$ cat src/rtl/n_adder_if.sv
// Operand and result bundle for the registered ripple-carry adder.
interface n_adder_if #(
    parameter int unsigned WIDTH = 8
);
    logic [WIDTH-1:0] A;
    logic [WIDTH-1:0] B;
    logic             Cin;
    logic [WIDTH-1:0] S;
    logic             Cout;

    modport master (
        output A,
        output B,
        output Cin,
        input  S,
        input  Cout
    );

    modport slave (
        input  A,
        input  B,
        input  Cin,
        output S,
        output Cout
    );
endinterface

$ cat src/rtl/n_adder.sv
// WIDTH-bit ripple-carry adder built from full-adder cells; sum and
// carry-out are registered on clk and cleared asynchronously by rst.
module n_adder #(
    parameter int unsigned WIDTH = 8
) (
    input logic       clk,
    input logic       rst,
    n_adder_if.slave  bus
);
    logic [WIDTH:0]   c;
    logic [WIDTH-1:0] s;

    assign c[0] = bus.Cin;

    for (genvar i = 0; i < WIDTH; i++) begin : g_fa
        assign s[i]   = bus.A[i] ^ bus.B[i] ^ c[i];
        assign c[i+1] = (bus.A[i] & bus.B[i]) | (bus.A[i] & c[i]) | (bus.B[i] & c[i]);
    end

    // Register the ripple result every cycle; reset clears outputs at once.
    always_ff @(posedge clk or posedge rst) begin
        if (rst) begin
            bus.S    <= '0;
            bus.Cout <= 1'b0;
        end else begin
            bus.S    <= s;
            bus.Cout <= c[WIDTH];
        end
    end
endmodule

$ cat src/flat_wrapper.sv
// flat-port wrapper written by rule: the top's interface ports become plain ports
module n_adder_flat 
#(
    parameter int unsigned WIDTH = 8
)
  (clk, rst, bus_A, bus_B, bus_Cin, bus_S, bus_Cout);
  n_adder_if #(.WIDTH(WIDTH)) bus_i ();
  input logic clk;
  input logic rst;
  input wire logic [$bits(bus_i.A)-1:0] bus_A;
  input wire logic [$bits(bus_i.B)-1:0] bus_B;
  input wire logic [$bits(bus_i.Cin)-1:0] bus_Cin;
  output wire logic [$bits(bus_i.S)-1:0] bus_S;
  output wire logic [$bits(bus_i.Cout)-1:0] bus_Cout;
  assign bus_i.A = bus_A;
  assign bus_i.B = bus_B;
  assign bus_i.Cin = bus_Cin;
  assign bus_S = bus_i.S;
  assign bus_Cout = bus_i.Cout;
  n_adder #(.WIDTH(WIDTH)) u_core (.clk(clk), .rst(rst), .bus(bus_i));
endmodule
$ cat config.mk
export PLATFORM = sky130hd
export DESIGN_NAME = n_adder_flat
export DESIGN_NICKNAME = d
export VERILOG_FILES = /design/src/rtl/n_adder_if.sv /design/src/rtl/n_adder.sv /design/src/flat_wrapper.sv
export SDC_FILE = /design/constraint.sdc
export NUM_CORES = 1
export LEC_CHECK = 0
export BUFFER_PORTS_ARGS = -buffer_cell sky130_fd_sc_hd__buf_4
export CORE_AREA = 2 2 39 41
export CTS_BUF_LIST = sky130_fd_sc_hd__clkbuf_2
export DETAILED_ROUTE_END_ITERATION = 10
export DIE_AREA = 0 0 41 43
export SLEW_MARGIN = 20
export SYNTH_ARGS = -nofsm -noshare
export SYNTH_HDL_FRONTEND = slang
export SYNTH_SLANG_ARGS = --single-unit
$ cat constraint.sdc
create_clock -name clk -period 0.8 [get_ports clk]
set_clock_uncertainty 0.1 [all_clocks]
set_input_delay 0.08 -clock clk [delete_from_list [all_inputs] [get_ports clk]]
set_output_delay 0.08 -clock clk [all_outputs]
set_load 0.05 [all_outputs]
==> impl_metrics.py <==
metrics = {
    "outcome": {
        "run_status": "complete, but fails checks",
        "failing_checks": "setup timing",
    },
    "pwr": {
        "cellPowerDensity_nw_per_um2": 2051,
        "p_leak_nw": 0.3779,
        "vdd_ir_drop_max_v": 0.0006677,
    },
    "critical_path": {
        "worst_ep_required_time_ns": 0.89,
        "critical_path_depth": 13,
        "timing.critical_path.to_type": "register",
        "crit_slowest_cell": "sky130_fd_sc_hd__fa_2",
        "crit_fanout": 1,
        "crit_family": "adder cells",
        "worstPathArrival_ns": 3.07,
        "critical_path.startpoint": "bus_Cin",
        "path_cells": "buf_8 > inv_12 > fa_2 > inv_2 > fa_2 > fa_2 > fa_2 > fa_2 > fa_2 > fa_2 > inv_2 > fa_2 > inv_2",
        "largest_stage_delay_on_the_critical_path_ns": 0.43,
        "setup.worst_path.start_class": "input pin",
        "critical_path.most_common_cell": "sky130_fd_sc_hd__fa_2",
        "cp.buffers_inverters": 5,
        "critPathKind": "in -> reg",
        "cp-endpoint": "u_core.bus.S[7]",
    },
    "sta": {
        "count_of_final_max_slew_check_failures": 0,
        "final_period_minus_worst_setup_slack_ns": 2.983,
        "hold_viol": 0,
        "setup-violations-final": 17,
        "setup_slack_ns": -2.183,
        "finalCritPeriodShare": 3.729,
        "holdWs_ns": 0.02638,
        "setup_repair_after_global_routing_missed_its_margin": "yes",
        "max_slew_margin": 0.7957,
        "max_freq_mhz": 335.2,
        "worst_slew_pin_slew_ns": 0.3061,
    },
    "final_layout": {
        "layout.cells.most_common_list": "15 x sky130_fd_sc_hd__buf_4, 11 x sky130_fd_sc_hd__buf_6, 9 x sky130_fd_sc_hd__dfrtp_1",
        "drive_above_1_share": 0.7667,
        "areaGrowthSynthToFinish_pct": 79.47,
        "finalNetCount": 88,
        "final_cell_area_um2": 765.7,
        "antenna_diode_count": 0,
        "mostFrequentLayoutCell": "sky130_fd_sc_hd__buf_4",
    },
    "global_routing": {
        "grt_pass1_vias": 321,
        "grt_pass1_wl_um": 1159,
        "grt_util_all_layers": 0.1089,
        "initial_antenna_violation_count": 0,
        "grt_overflow": 0,
        "grt_start_max_net_pins": 10,
    },
    "place": {
        "placement.io_buffers": 27,
        "dp_hpwl_um": 585,
        "placed_cell_area_um2": 684.4,
        "globalplace.congestion": 0.6519,
        "detailedPlace.worstSlack_ns": -2.456,
    },
    "routing": {
        "ant_nets": 0,
        "drt-total-wl_um": 698,
        "num_vias": 297,
        "via_per_inst": 3.908,
        "initialDrtViolationCount": 8,
        "detail_route.drc_violations": 0,
        "drt-pass1-iter-count": 4,
        "avgRoutedWirePerCell_um": 9.184,
    },
    "clock_network": {
        "clk_transition_reported_paths_ns": 0.08,
        "numClockSinks": 9,
        "tritoncts": "built",
        "numCtsBuffers": 3,
        "clockRootBuffer": "sky130_fd_sc_hd__clkbuf_2",
        "post_cts_setup_buffer_count": 0,
        "clock_tree.buffer_depth": 2,
        "htreeDepth": 1,
    },
    "floorplan": {
        "die_span_y_um": 43,
        "core_um2": 1384,
        "dieWidth_um": 41,
        "dieArea_um2": 1763,
        "std_cell_rows": 14,
        "initial_utilization": 0.3083,
        "io_pins": 28,
    },
    "yosys": {
        "yosysSeqAreaShare": 0.5279,
        "syn-instance-count": 28,
        "synth.area.mux_share": 0,
        "synth_fp_nets": 55,
        "post_synth.cell_area_avg_um2": 15.24,
        "synth.distinct_cells": 3,
        "count_of_synthesis_stage_warnings_from_yosys": 0,
        "synth_top_family_by_area": "adder cells",
        "synth-simple-area-share": 0,
        "share_of_the_synthesized_area_in_compound_gates_ao_oa_aoi_oai": 0,
        "synth.cell_area_um2": 426.7,
        "postSynthRegisterBits": 9,
        "synth_fa_ha_area_frac": 0.3754,
        "synth_xor_area_frac": 0,
    },
    "worst_hold_path": {
        "min_path_type": "in -> reg",
    },
    "run": {
        "drv_cap": 0,
    },
}
metal layers:
metal,GRT usage,vias to the layer above,part of all wire
li1,-,136,-
met1,0.1181,133,0.34
met2,0.1500,23,0.49
met3,0.01571,5,0.11
met4,0.1400,0,0.057
met5,0,-,0
area by class of cell:
class | instances | area, um2
flip-flops and latches | 9 | 225.2
fillers | 121 | 618.1
clock buffers | 4 | 20.02
multi-input cells | 8 | 180.2
repair buffers | 28 | 261.5
well taps | 16 | 20.02
inverters | 11 | 58.81
timing repair:
item | 4_1_cts | 5_1_grt
setup endpoints to repair | 17 | 17
endpoints found under the hold margin | 9 | 0
hold buffers | 1 | 0
gates resized for setup | 15 | 1
worst min path at each step:
stage / start / endpoint / slack (ns) / cells after the start
2_1_floorplan: rst / u_core.bus.Cout / -0.19 / 1
3_3_place_gp: rst / u_core.bus.S[0] / -0.05 / 2
3_5_place_dp: rst / u_core.bus.S[7] / -0.05 / 2
4_1_cts: bus_A[2] / u_core.bus.S[2] / 0.02 / 2
5_1_grt: bus_A[2] / u_core.bus.S[2] / 0.01 / 2
6_report: bus_A[2] / u_core.bus.S[2] / 0.03 / 2
logic make-up after synthesis:
group / Yosys count
adder cells (fa/ha/maj): 8
buffers and inverters: 11
flip-flops: 9
stage by stage:
| step | setup TNS (ns) | std cells | power (mW) | utilization |
|---|---|---|---|---|
| global placement | -12.52 | 71 | 1.214 | 0.4946 |
| CTS | -11.48 | 76 | 1.586 | 0.5533 |
| floorplan | -10.84 | 28 | 0.9653 | - |
| detailed placement | -12.62 | 71 | 1.220 | 0.4946 |
| finish | -11.38 | 76 | 1.570 | 0.5533 |
| global route | -11.98 | 76 | 1.663 | 0.5533 |
sequential cells by signal, indices dropped and copies added, names as in the netlist:
signal	count
u_core.bus.S	8
u_core.bus.Cout	1
where the power goes:
part / switching (mW) / total [mW] / leakage (nW) / internal [mW]
Sequential: 0.0345 / 0.571 / 0.105 / 0.536
Combinational: 0.429 / 0.717 / 0.256 / 0.288
Clock: 0.149 / 0.282 / 0.0166 / 0.133
Total: 0.612 / 1.57 / 0.378 / 0.958
synth_stat cells:
cell                       n  area share
sky130_fd_sc_hd__dfrtp_1   9        0.53
sky130_fd_sc_hd__fa_1      8        0.38
sky130_fd_sc_hd__inv_1    11       0.097
Power figures use the tool's default switching activity.
